$ cat src/rtl/inst_loader_pkg.sv
// inst_loader_pkg: definitions shared by the instruction loader files.
//   - loader_state_t : loader FSM states (IDLE, HDR, DATA, CHK, RUN, ERR)
//   - INST_WIDTH, INST_MEM_DEPTH, INST_MEM_SIZE, LEN_BYTES : default geometry
// CHK is only reachable when LOADER_CHECKSUM_EN is defined.
package inst_loader_pkg;

  localparam int INST_WIDTH     = 32;
  localparam int INST_MEM_DEPTH = 10;
  localparam int INST_MEM_SIZE  = 1 << INST_MEM_DEPTH;
  localparam int LEN_BYTES      = 2;

  typedef enum logic [2:0] {
    IDLE = 3'd0,
    HDR  = 3'd1,
    DATA = 3'd2,
    CHK  = 3'd3,
    RUN  = 3'd4,
    ERR  = 3'd5
  } loader_state_t;

endpackage

$ cat src/rtl/inst_loader_byte_word_assembler.sv
// byte_word_assembler: packs a byte stream, LSB first, into WORD_W-bit words.
// Ports:
//   clk, reset   : clock, asynchronous active-high reset
//   clear        : synchronous flush of partial word, counter and strobe
//   byte_valid   : a byte is consumed this cycle
//   byte_data    : the byte
//   word         : assembled word (valid while word_valid is high)
//   word_valid   : one-cycle strobe, the cycle after the completing byte
//   word_last    : combinational, the byte consumed this cycle completes a word
module byte_word_assembler #(
  parameter int WORD_W = 32
) (
  input  logic              clk,
  input  logic              reset,
  input  logic              clear,
  input  logic              byte_valid,
  input  logic [7:0]        byte_data,
  output logic [WORD_W-1:0] word,
  output logic              word_valid,
  output logic              word_last
);

  localparam int NBYTES = WORD_W / 8;
  localparam int CNT_W  = (NBYTES > 1) ? $clog2(NBYTES) : 1;

  logic [CNT_W-1:0] byte_cnt;

  assign word_last = byte_valid && (byte_cnt == CNT_W'(NBYTES - 1));

  always_ff @(posedge clk or posedge reset) begin
    if (reset) begin
      byte_cnt   <= '0;
      word       <= '0;
      word_valid <= 1'b0;
    end else if (clear) begin
      byte_cnt   <= '0;
      word       <= '0;
      word_valid <= 1'b0;
    end else begin
      word_valid <= word_last;
      if (byte_valid) begin
        // New bytes enter at the top so the first byte ends up in bits [7:0].
        word     <= (word >> 8) | (WORD_W'(byte_data) << (WORD_W - 8));
        byte_cnt <= word_last ? '0 : byte_cnt + 1'b1;
      end
    end
  end

endmodule

$ cat src/rtl/inst_loader.sv
// inst_loader: loads a program from a byte stream into NPU instruction memory.
// Stream format: LEN_BYTES little-endian word count, then len little-endian
// words, then (LOADER_CHECKSUM_EN only) one XOR checksum byte over all
// header and data bytes. The controller is held in core_reset until done.
// Optional feature macro: LOADER_CHECKSUM_EN.
// Ports:
//   clk, reset          : clock, asynchronous active-high reset
//   s_data/s_valid/s_ready : byte stream handshake (s_ready depends on state only)
//   load_req            : one-cycle pulse, abort and restart loading
//   inst_write_addr/data/enable : instruction memory write port
//   core_reset          : controller held in reset while high
//   done                : program loaded, controller released
//   error               : sticky load error (oversize length / bad checksum)
module inst_loader #(
  parameter int INST_WIDTH     = inst_loader_pkg::INST_WIDTH,
  parameter int INST_MEM_DEPTH = inst_loader_pkg::INST_MEM_DEPTH,
  parameter int LEN_BYTES      = inst_loader_pkg::LEN_BYTES
) (
  input  logic                      clk,
  input  logic                      reset,
  input  logic [7:0]                s_data,
  input  logic                      s_valid,
  output logic                      s_ready,
  input  logic                      load_req,
  output logic [INST_MEM_DEPTH-1:0] inst_write_addr,
  output logic [INST_WIDTH-1:0]     inst_write_data,
  output logic                      inst_write_enable,
  output logic                      core_reset,
  output logic                      done,
  output logic                      error
);

  import inst_loader_pkg::*;

  localparam int LEN_W  = 8 * LEN_BYTES;
  localparam int HCNT_W = (LEN_BYTES > 1) ? $clog2(LEN_BYTES) : 1;
  // One bit wider than the address so a full-memory program does not wrap.
  localparam int CNT_W  = INST_MEM_DEPTH + 1;

  loader_state_t     state;
  loader_state_t     nxt;
  logic [HCNT_W-1:0] hdr_cnt;
  logic [LEN_W-1:0]  len;
  logic [LEN_W-1:0]  hdr_len;
  logic [CNT_W-1:0]  word_cnt;
  logic              accept;
  logic              hdr_last;
  logic              too_big;
  logic              asm_valid;
  logic              word_last;
  logic              data_done;

  // load_req wins over a byte offered in the same cycle.
  assign accept    = s_valid && s_ready && !load_req;
  assign hdr_last  = accept && (state == HDR) && (hdr_cnt == HCNT_W'(LEN_BYTES - 1));
  // len is cleared before each header, so OR-ing the byte in place is enough.
  assign hdr_len   = len | (LEN_W'(s_data) << (8 * hdr_cnt));
  assign too_big   = (33'(hdr_len) > (33'd1 << INST_MEM_DEPTH));
  assign asm_valid = accept && (state == DATA);
  assign data_done = word_last && ((word_cnt + 1'b1) == CNT_W'(len));

`ifdef LOADER_CHECKSUM_EN
  logic [7:0] csum;

  always_ff @(posedge clk or posedge reset) begin
    if (reset) begin
      csum <= '0;
    end else if (load_req) begin
      csum <= '0;
    end else if (accept && ((state == HDR) || (state == DATA))) begin
      csum <= csum ^ s_data;
    end
  end
`endif

  byte_word_assembler #(
    .WORD_W(INST_WIDTH)
  ) u_assembler (
    .clk       (clk),
    .reset     (reset),
    .clear     (load_req),
    .byte_valid(asm_valid),
    .byte_data (s_data),
    .word      (inst_write_data),
    .word_valid(inst_write_enable),
    .word_last (word_last)
  );

  always_comb begin
    nxt = state;
    if (load_req) begin
      nxt = IDLE;
    end else begin
      case (state)
        IDLE: nxt = HDR;
        HDR: begin
          if (hdr_last) begin
            if (hdr_len == '0)  nxt = RUN;
            else if (too_big)   nxt = ERR;
            else                nxt = DATA;
          end
        end
        DATA: begin
          if (data_done) begin
`ifdef LOADER_CHECKSUM_EN
            nxt = CHK;
`else
            nxt = RUN;
`endif
          end
        end
`ifdef LOADER_CHECKSUM_EN
        CHK: begin
          if (accept) nxt = (s_data == csum) ? RUN : ERR;
        end
`endif
        default: nxt = state;
      endcase
    end
  end

  // Status outputs are registered from the next state so they change on the
  // same edge as the state itself.
  always_ff @(posedge clk or posedge reset) begin
    if (reset) begin
      state           <= IDLE;
      s_ready         <= 1'b0;
      core_reset      <= 1'b1;
      done            <= 1'b0;
      error           <= 1'b0;
      hdr_cnt         <= '0;
      len             <= '0;
      word_cnt        <= '0;
      inst_write_addr <= '0;
    end else begin
      state      <= nxt;
      s_ready    <= (nxt == HDR) || (nxt == DATA) || (nxt == CHK);
      core_reset <= (nxt != RUN);
      done       <= (nxt == RUN);
      error      <= (nxt == ERR);
      if (load_req) begin
        hdr_cnt  <= '0;
        len      <= '0;
        word_cnt <= '0;
      end else begin
        if (accept && (state == HDR)) begin
          len     <= hdr_len;
          hdr_cnt <= hdr_cnt + 1'b1;
        end
        // Address is captured with the completing byte, so it lines up with
        // the assembler's strobe one cycle later and holds afterwards.
        if (word_last) begin
          inst_write_addr <= word_cnt[INST_MEM_DEPTH-1:0];
          word_cnt        <= word_cnt + 1'b1;
        end
      end
    end
  end

endmodule

$ cat config.mk
export PLATFORM = sky130hd
export DESIGN_NAME = inst_loader
export DESIGN_NICKNAME = d
export VERILOG_FILES = /design/src/rtl/inst_loader_pkg.sv /design/src/rtl/inst_loader_byte_word_assembler.sv /design/src/rtl/inst_loader.sv
export SDC_FILE = /design/constraint.sdc
export NUM_CORES = 1
export LEC_CHECK = 0
export CAP_MARGIN = 5
export CORE_MARGIN = 2
export CORE_UTILIZATION = 50
export CTS_CLUSTER_DIAMETER = 100
export DETAILED_ROUTE_END_ITERATION = 12
export GPL_TIMING_DRIVEN = 1
export PLACE_DENSITY = 0.82
export SETUP_SLACK_MARGIN = 0.05
export SLEW_MARGIN = 20
export SYNTH_ARGS = -nofsm -noshare
export SYNTH_HDL_FRONTEND = slang
export SYNTH_SLANG_ARGS = --single-unit
export TNS_END_PERCENT = 20
$ cat constraint.sdc
create_clock -name clk -period 3.3 [get_ports clk]
set_input_delay 0.99 -clock clk [delete_from_list [all_inputs] [get_ports clk]]
set_output_delay 0.99 -clock clk [all_outputs]
set_load 0.05 [all_outputs]
==> impl_metrics.env, run 1 <==
export IMPL_synth_fp_nets=432
export IMPL_crit_fanout=4
export IMPL_io_buffers=58
export IMPL_grt_pass1_wl_mm=14.93
export IMPL_power_internal_mw=1.320
export IMPL_dr_pass1_iters=5
export IMPL_drive_gt1_frac=0.08506
export IMPL_core_area_mm2=0.007214
export IMPL_crit_buf_inv=1
export IMPL_syn_avg_cell_area_um2=8.848
export IMPL_worstSkewPairLatency_ns=0.35
export IMPL_report_final_slew_viol_count=0
export IMPL_cp_start_kind="input port"
export IMPL_hold_path_class="flip-flop to flip-flop"
export IMPL_grt_antenna_before_repair=0
export IMPL_die_area_mm2=0.008101
export IMPL_chipHeight_um=90.01
export IMPL_crit_path_top_delay_cell="or4_1"
export IMPL_track_usage=0.2256
export IMPL_yosys_area_top_type_share=0.5345
export IMPL_wl_mm=8.805
export IMPL_stdcell_area_mm2=0.004606
export IMPL_post_route_period_util=0.8761
export IMPL_async_reset_ff_frac=1.000
export IMPL_grt_overflow=0
export IMPL_max_stage_delay_ns=0.50
export IMPL_grt_pass1_vias=3148
export IMPL_yosysTopAreaCell="dfrtp_1"
export IMPL_hold_viol=0
export IMPL_worstHoldStart="inst_write_addr[0]$_DFFE_PP0P_"
export IMPL_crit_type="input port to flip-flop"
export IMPL_cts_buffers=9
export IMPL_grt_max_degree=59
export IMPL_postRouteAntennaNets=0
export IMPL_die_w_um=90.01
export IMPL_p_switching_mw=0.4243
export IMPL_power_mw=1.744
export IMPL_outcome="completed"
export IMPL_vias=3200
export IMPL_switching_share=0.2433
export IMPL_ys_dominant_reg_cell="dfrtp_1"
export IMPL_syn_area_mm2=0.003699
export IMPL_crit_arrival_ns=3.16
export IMPL_clock_power_share=0.376
export IMPL_seq_power_share=0.569
export IMPL_synth_edf_count=0
export IMPL_r2r_start="word_cnt[0]$_DFFE_PP0P_"
export IMPL_powerDensity_mw_per_mm2=378.7
export IMPL_slew_headroom=0.5968
export IMPL_initial_core_util=0.5127
export IMPL_cts_setup_buffers=0
export IMPL_leakage_nw=2.220
export IMPL_cts_hold_buf=0
export IMPL_routed_via_density=5.508
export IMPL_maxCapViolCount=0
export IMPL_reg2reg_depth=7
export IMPL_synth_area_top_cells="dfrtp_1, nand2_1, nand3_1"
export IMPL_placed_cell_area_mm2=0.004425
export IMPL_finalSetupViolCount=0
export IMPL_holdPathStages=2
export IMPL_clock_path_buffers=2
export IMPL_synth_seq_cells=80
export IMPL_antenna_cells=0
export IMPL_row_count=31
export IMPL_synth_distinct_cells=48
export IMPL_clock_skew_ns=0.01018
export IMPL_ios=59
export IMPL_ctsResizeCount=0
export IMPL_netlist_instances=418
export IMPL_end_kind="flip-flop"
export IMPL_crit_cells=7
export IMPL_yosysWarnings=0
export IMPL_dp_hpwl_mm=6.315
export IMPL_crit_family="simple AND/OR/NAND/NOR gates"
export IMPL_p_comb_frac=0.055
export IMPL_cts_tree="built"
export IMPL_synth_seq_area_share=0.5416
export IMPL_syn_to_final_growth_pct=24.53
export IMPL_cp_data_required_time_ns=3.57
export IMPL_rsz0062_at_grt="false"
export IMPL_netlist_top_cells_count="nand2_1, dfrtp_1, nand3_1"
export IMPL_worst_pin_slew_ns=0.6026
export IMPL_drc=0
export IMPL_htreeDepth=3
export IMPL_fin_nets=491
export IMPL_cts_clk_slew_worst_paths_ns=0.09
export IMPL_first_iter_violations=234
export IMPL_startpoint="s_valid"
export IMPL_synth_most_common_cell="nand2_1"
export IMPL_ir_drop_uv=254.6
export IMPL_tns_ns=0
export IMPL_layout_min_cycle_time_ns=2.891
export IMPL_gp_congestion=0.9281
export IMPL_wire_per_inst_um=15.15
export IMPL_clock_fmax_mhz=345.9
export IMPL_cts_sinks=80
export IMPL_crit_chain="clkdlybuf4s50_1, nand3_1, or3_4, or4_1, and3_1, a21boi_4, or3_1"
export IMPL_root_buffer="clkbuf_8"
power by group through the flow:
stage / registers, mW / clock network [mW] / logic (mW)
2_1_floorplan: 1.01 / 0 / 0.0500
3_3_place_gp: 1.01 / 0 / 0.0969
3_5_place_dp: 1.01 / 0 / 0.0979
4_1_cts: 0.992 / 0.667 / 0.0981
5_1_grt: 0.993 / 0.712 / 0.108
6_report: 0.992 / 0.655 / 0.0968
final cells by class:
type,count,area [um^2]
sequential,80,2003
inverter,5,18.77
clock inverter,5,38.79
timing repair buffer,72,698.2
clock buffer,11,141.4
fill,613,2609
tap,99,123.9
multi-input combinational,309,1582
stage by stage:
step / worst slack [ns] / hold WS, ns / utilization / std cells
final: 0.4090 / 0.4758 / 0.6384 / 581
after global routing: 0.3254 / 0.4974 / 0.6384 / 581
after global placement: 0.09218 / 0.4580 / 0.6134 / 565
after detailed placement: 0.04452 / 0.4614 / 0.6134 / 565
after floorplan: 0.2599 / 0.4628 / - / 418
after CTS: 0.4167 / 0.4819 / 0.6384 / 581
metal layers:
| layer | global-route usage | vias to the layer above | share of wire |
|---|---|---|---|
| met4 | 0.08974 | 0 | 0.018 |
| met3 | 0.03521 | 17 | 0.041 |
| met5 | 0 | - | 0 |
| met1 | 0.3074 | 1553 | 0.45 |
| met2 | 0.3647 | 107 | 0.50 |
| li1 | - | 1523 | - |
cell families after synthesis:
group           count (synthesis)  share of synthesized area
simple gates                  236                     0.2943
flops                          80                     0.5416
compound gates                 56                    0.09033
buf+inv                        29                    0.03079
xor+xnor                       13                    0.03079
mux                             2                   0.005413
fa+ha+maj                       2                   0.006765
registers in the layout, summed over array words and instances (netlist names), 2 cells and up:
name                  flops
inst_write_addr          10
len                      16
u_assembler.word         32
state                     3
u_assembler.byte_cnt      2
word_cnt                 11
cells in the final DEF (no fill, tap or decap), types with 2 or more instances in the layout:
cell type | Yosys | final
nor3b_1 | 2 | 2
nor2b_1 | 6 | 6
nor3_1 | 8 | 8
nand2b_1 | 2 | 2
o31ai_1 | 3 | 3
and2_1 | 3 | 3
nor4_1 | 5 | 5
or4_1 | 2 | 2
mux2i_1 | 2 | 2
nor2_1 | 37 | 37
or3_1 | 2 | 2
nand2_1 | 109 | 109
a21oi_1 | 22 | 22
buf_4 | 0 | 13
xnor2_1 | 8 | 8
o21ai_0 | 18 | 18
nor4_2 | 2 | 2
o21ai_1 | 2 | 2
inv_2 | 2 | 3
clkdlybuf4s50_1 | 0 | 58
a21o_1 | 2 | 2
clkbuf_8 | 0 | 10
ha_1 | 2 | 2
nand4_1 | 6 | 6
xor2_1 | 5 | 5
and3_1 | 2 | 2
inv_1 | 3 | 2
dfrtp_1 | 79 | 79
inv_6 | 0 | 2
nand3_1 | 41 | 41
worst register-to-register path: cells and delay by family, from the launching register on:
kind	cells	cell delay, ns
compound gates	2	0.27
flops	1	0.51
simple gates	4	1.50
fa+ha+maj	1	0.30
path summary, 6_finish.rpt:
kind                            slack, ns                              to
worst max-delay path                 0.41            core_reset$_DFF_PP1_
worst min-delay path                 0.48  inst_write_addr[0]$_DFFE_PP0P_
worst max register to register       0.65            core_reset$_DFF_PP1_
worst min register to register       0.48  inst_write_addr[0]$_DFFE_PP0P_
max in group asynchronous            1.60            core_reset$_DFF_PP1_
min in group asynchronous            0.99  inst_write_addr[0]$_DFFE_PP0P_
Note: power is estimated with default switching activity, not from simulation.
==> inputs of run 2 (changes only) <==
==> constraint.sdc (replaced) <==
create_clock -name clk -period 3.3 [get_ports clk]
set_input_delay 0.66 -clock clk [delete_from_list [all_inputs] [get_ports clk]]
set_output_delay 0.66 -clock clk [all_outputs]
set_load 0.05 [all_outputs]
==> run 2 against run 1 <==
  * Die area is the same
  * Largest cell class unchanged
  * Cell count is 0.52% lower
  * First-iteration DRC count up 65%
  * Total power up 9.8%
==> impl_metrics.env, run 2 (same netlist as run 1, synthesis figures left out) <==
export IMPL_maxCapViolCount=0
export IMPL_post_route_period_util=0.7786
export IMPL_cts_tree="built"
export IMPL_initial_core_util=0.5127
export IMPL_wire_per_inst_um=15.27
export IMPL_ir_drop_uv=226.9
export IMPL_clock_fmax_mhz=389.2
export IMPL_min_to="inst_write_addr[7]$_DFFE_PP0P_"
export IMPL_placed_cell_area_mm2=0.004403
export IMPL_powerDensity_mw_per_mm2=412.9
export IMPL_first_iter_violations=387
export IMPL_place_ws_ns=0.3627
export IMPL_grt_max_degree=38
export IMPL_cts_setup_buffers=0
export IMPL_leakage_nw=2.234
export IMPL_outcome="completed"
export IMPL_postRouteAntennaNets=0
export IMPL_dp_hpwl_mm=6.165
export IMPL_vias=3203
export IMPL_cp_data_required_time_ns=3.57
export IMPL_top_register="u_assembler.word"
export IMPL_chipHeight_um=90.01
export IMPL_row_count=31
export IMPL_final_util=0.6429
export IMPL_r2r_start="word_cnt[0]$_DFFE_PP0P_"
export IMPL_dr_pass1_iters=5
export IMPL_cts_buffers=9
export IMPL_worstSkewPairLatency_ns=0.36
export IMPL_routed_via_density=5.542
export IMPL_holdPathStages=2
export IMPL_reg2reg_depth=7
export IMPL_cts_hold_buf=0
export IMPL_layout_min_cycle_time_ns=2.569
export IMPL_tns_ns=0
export IMPL_clock_skew_ns=0.01284
export IMPL_grt_pass1_vias=3017
export IMPL_r2r_slack_ns=0.77
export IMPL_crit_arrival_ns=2.84
export IMPL_hold_path_class="flip-flop to flip-flop"
export IMPL_finalSetupViolCount=0
export IMPL_r2r_end="core_reset$_DFF_PP1_"
export IMPL_hold_ws_ns=0.4756
export IMPL_drc=0
export IMPL_crit_fanout=4
export IMPL_worst_pin_slew_ns=0.8139
export IMPL_power_mw=1.915
export IMPL_report_final_slew_viol_count=0
export IMPL_cp_start_kind="input port"
export IMPL_hold_viol=0
export IMPL_track_usage=0.2277
export IMPL_grt_pass1_wl_mm=14.93
export IMPL_final_common_cell="nand2_1"
export IMPL_wl_mm=8.828
export IMPL_end_kind="flip-flop"
export IMPL_drive_gt1_frac=0.08142
export IMPL_layout_area_seq_mm2=0.002003
export IMPL_largestRegisters="u_assembler.word x32, len x16, word_cnt x11"
export IMPL_post_place_cells=562
export IMPL_ctsResizeCount=0
export IMPL_largest_register_ffs=32
export IMPL_htreeDepth=3
export IMPL_grt_overflow=0
export IMPL_worstHoldStart="inst_write_addr[7]$_DFFE_PP0P_"
export IMPL_slew_headroom=0.4566
export IMPL_io_buffers=58
export IMPL_stdcell_count=578
export IMPL_antenna_cells=0
export IMPL_gp_congestion=0.9064
export IMPL_stdcell_area_mm2=0.004638
export IMPL_fin_nets=488
export IMPL_syn_to_final_growth_pct=25.41
export IMPL_cts_clk_slew_worst_paths_ns=0.08
export IMPL_clock_path_buffers=2
export IMPL_layout_setup_ws_ns=0.7307
export IMPL_final_cell_mix="nand2_1, dfrtp_1, clkdlybuf4s50_1"
export IMPL_grt_antenna_before_repair=0
export IMPL_root_buffer="clkbuf_8"
export IMPL_die_w_um=90.01
export IMPL_rsz0062_at_grt="false"
export IMPL_core_area_mm2=0.007214
export IMPL_crit_type="input port to flip-flop"
export IMPL_die_area_mm2=0.008101
export IMPL_n_fill_cell=613
export IMPL_ios=59
export IMPL_cts_sinks=80
export IMPL_multi_input_area_mm2=0.001582
[run 2: cell count changes in the layout (fill, tap and decap cells not counted)]
cell / delta
clkinv_8: +1
clkinv_2: -1
clkbuf_1: -1
inv_6: +1
buf_4: -3
bufinv_16: +2
clkbuf_8: -1
clkinvlp_4: -1
[run 2: cell type report]
class / count / area share
flip-flops and latches: 80 / 0.4319
multi-input cells: 309 / 0.3410
repair buffers: 69 / 0.1457
clock buffers: 9 / 0.02671
well taps: 99 / 0.02671
clock inverters: 7 / 0.02401
inverters: 5 / 0.004046
[run 2: worst max-delay path by stage]
stage	startpoint	endpoint	slack, ns	cells after the start
floorplan	reset	done$_DFF_PP0_	0.59	1
global placement	s_valid	core_reset$_DFF_PP1_	0.39	7
detailed placement	s_valid	core_reset$_DFF_PP1_	0.36	7
CTS	s_valid	core_reset$_DFF_PP1_	0.74	7
global route	word_cnt[0]$_DFFE_PP0P_	core_reset$_DFF_PP1_	0.57	7
finish	s_valid	core_reset$_DFF_PP1_	0.73	7
[run 2: per-layer routing]
metal | global-route usage | routed length (um) | up-vias
met5 | 0 | 0 | -
met4 | 0.08077 | 189 | 0
met3 | 0.05281 | 628 | 17
met2 | 0.3590 | 4283 | 135
met1 | 0.3111 | 3725 | 1533
li1 | - | - | 1518
[run 2: critical path, cell delays in order]
cell and delay [ns]:
clkdlybuf4s50_1 0.47, nand3_1 0.12, or3_4 0.36, or4_1 0.50, and3_1 0.20, a21boi_4 0.15
or3_1 0.38
[run 2: report_power, final]
group / leakage [nW] / switching [mW] / total, mW / internal (mW)
clock network: 0.118 / 0.386 / 0.827 / 0.441
logic: 1.01 / 0.0612 / 0.0954 / 0.0342
registers: 1.11 / 0.00767 / 0.993 / 0.985
==> inputs of run 3 (changes only) <==
CORE_UTILIZATION = 48   (was 50)
PLACE_DENSITY = 0.83   (was 0.82)
clock period = 2.2 ns   (was 3.3 ns; I/O delays follow)
==> run 3 against run 2 <==
  * Count of clock-buffer cells in the layout did not move
  * Die area is 4.0% higher
  * Hold slack gained 0.0037 ns
  * Register-to-register slack got worse by 0.73 ns
  * Worst setup slack worse by 0.70 ns
  * First-iteration DRC count down 6.2%
  * Sequential power increased by 50%
  * Clock power is 50% higher
  * Via count grew 5.6%
==> impl_metrics.env, run 3 (same netlist as run 1, synthesis figures left out) <==
export IMPL_gp_congestion=0.9587
export IMPL_grt_pass1_wl_mm=15.21
export IMPL_crit_arrival_ns=2.46
export IMPL_finalSetupViolCount=0
export IMPL_holdPathStages=2
export IMPL_row_count=32
export IMPL_multi_input_area_mm2=0.001612
export IMPL_final_common_cell="nand2_1"
export IMPL_cts_sinks=80
export IMPL_post_route_period_util=0.9851
export IMPL_dp_hpwl_mm=6.304
export IMPL_hold_viol=0
export IMPL_grt_overflow=0
export IMPL_core_area_mm2=0.007607
export IMPL_layout_area_seq_mm2=0.002003
export IMPL_drc=0
export IMPL_grt_max_degree=81
export IMPL_cts_buffers=9
export IMPL_drive_gt1_frac=0.1702
export IMPL_stdcell_area_mm2=0.004999
export IMPL_reg2reg_depth=6
export IMPL_track_usage=0.2278
export IMPL_report_final_slew_viol_count=0
export IMPL_cp_start_kind="input port"
export IMPL_outcome="completed"
export IMPL_grt_antenna_before_repair=0
export IMPL_die_area_mm2=0.008424
export IMPL_cts_tree="built"
export IMPL_leakage_nw=2.454
export IMPL_antenna_cells=0
export IMPL_cts_setup_buffers=0
export IMPL_die_w_um=91.78
export IMPL_final_cell_mix="nand2_1, dfrtp_1, clkdlybuf4s50_1"
export IMPL_powerDensity_mw_per_mm2=581.6
export IMPL_cts_clk_slew_worst_paths_ns=0.09
export IMPL_first_iter_violations=363
export IMPL_largestRegisters="u_assembler.word x32, len x16, word_cnt x11"
export IMPL_fin_nets=532
export IMPL_n_fill_cell=640
export IMPL_postRouteAntennaNets=0
export IMPL_r2r_start="state[2]$_DFF_PP0_"
export IMPL_htreeDepth=3
export IMPL_power_mw=2.907
export IMPL_worstHoldStart="inst_write_addr[3]$_DFFE_PP0P_"
export IMPL_layout_min_cycle_time_ns=2.167
export IMPL_min_to="inst_write_addr[3]$_DFFE_PP0P_"
export IMPL_crit_type="input port to flip-flop"
export IMPL_chipHeight_um=91.78
export IMPL_vias=3381
export IMPL_maxCapViolCount=0
export IMPL_placed_cell_area_mm2=0.004741
export IMPL_top_register="u_assembler.word"
export IMPL_ir_drop_uv=459.6
export IMPL_r2r_slack_ns=0.04
export IMPL_clock_skew_ns=0.01378
export IMPL_clock_path_buffers=2
export IMPL_crit_fanout=2
export IMPL_io_buffers=58
export IMPL_end_kind="flip-flop"
export IMPL_slew_headroom=0.6220
export IMPL_layout_setup_ws_ns=0.03286
export IMPL_ios=59
export IMPL_syn_to_final_growth_pct=35.15
export IMPL_root_buffer="clkbuf_8"
export IMPL_worstSkewPairLatency_ns=0.36
export IMPL_place_ws_ns=-0.4568
export IMPL_hold_path_class="flip-flop to flip-flop"
export IMPL_rsz0062_at_grt="true"
export IMPL_largest_register_ffs=32
export IMPL_grt_pass1_vias=3177
export IMPL_clock_fmax_mhz=461.4
export IMPL_cp_data_required_time_ns=2.49
export IMPL_worst_pin_slew_ns=0.5649
export IMPL_wl_mm=9.176
export IMPL_initial_core_util=0.4862
export IMPL_r2r_end="core_reset$_DFF_PP1_"
export IMPL_wire_per_inst_um=14.68
export IMPL_routed_via_density=5.410
export IMPL_dr_pass1_iters=5
==> run 3: cell types whose count changed in the layout (fill, tap and decap cells not counted), sizes merged <==
cell      before  now
clkinv         2    1
clkinvlp       0    3
inv            8    6
buf           11   55
==> run 3: layer usage <==
layer  track usage  wire length, um
met5             0                0
met3       0.04766              541
met2        0.3658             4479
met1        0.3157             4023
met4       0.06468              131
==> run 3: report_power, final <==
group / leakage (nW) / switching, mW / total (mW) / internal [mW]
registers: 1.11 / 0.00862 / 1.49 / 1.48
clock network: 0.108 / 0.590 / 1.24 / 0.653
logic: 1.24 / 0.104 / 0.178 / 0.0739
total: 2.45 / 0.703 / 2.91 / 2.20
==> run 3: stage by stage <==
stage | utilization | cells | hold WS [ns] | TNS, ns
global route | 0.6571 | 625 | 0.5011 | -0.007306
detailed placement | 0.6232 | 609 | 0.4619 | -2.454
CTS | 0.6544 | 625 | 0.4837 | 0
finish | 0.6571 | 625 | 0.4793 | 0
floorplan | - | 418 | 0.4628 | -0.3039
global placement | 0.6232 | 609 | 0.4607 | -1.931
==> run 3: how the worst max path moves through the flow <==
stage | startpoint | endpoint | slack (ns)
after floorplan | s_ready$_DFF_PP0_ | core_reset$_DFF_PP1_ | -0.24
after global routing | state[2]$_DFF_PP0_ | core_reset$_DFF_PP1_ | -0.007
after detailed placement | s_valid | core_reset$_DFF_PP1_ | -0.46
after global placement | s_valid | core_reset$_DFF_PP1_ | -0.40
final | s_valid | core_reset$_DFF_PP1_ | 0.03
after CTS | state[2]$_DFF_PP0_ | core_reset$_DFF_PP1_ | 0.04
==> run 3: final cells by class <==
cell class / count / area share
Sequential cell: 80 / 0.4008
Multi-Input combinational cell: 309 / 0.3224
Timing Repair Buffer: 113 / 0.2013
Tap cell: 102 / 0.02553
Clock buffer: 9 / 0.02478
Clock inverter: 7 / 0.02078
Inverter: 5 / 0.004506
==> run 3: worst max-delay path, cell delays in order <==
cell             delay [ns]
clkdlybuf4s50_1        0.48
nand3_1                0.10
or3_4                  0.34
or4_4                  0.48
and3_4                 0.16
a21boi_4               0.13
or3_1                  0.32
==> run 3: repair_timing <==
item / CTS / global route
pin swaps: 5 / 1
gates resized for setup: 2 / 4
hold buffers: 0 / 0
endpoints found under the setup margin: 4 / 6
endpoints found under the hold margin: 0 / 0
cloned: 0 / 0
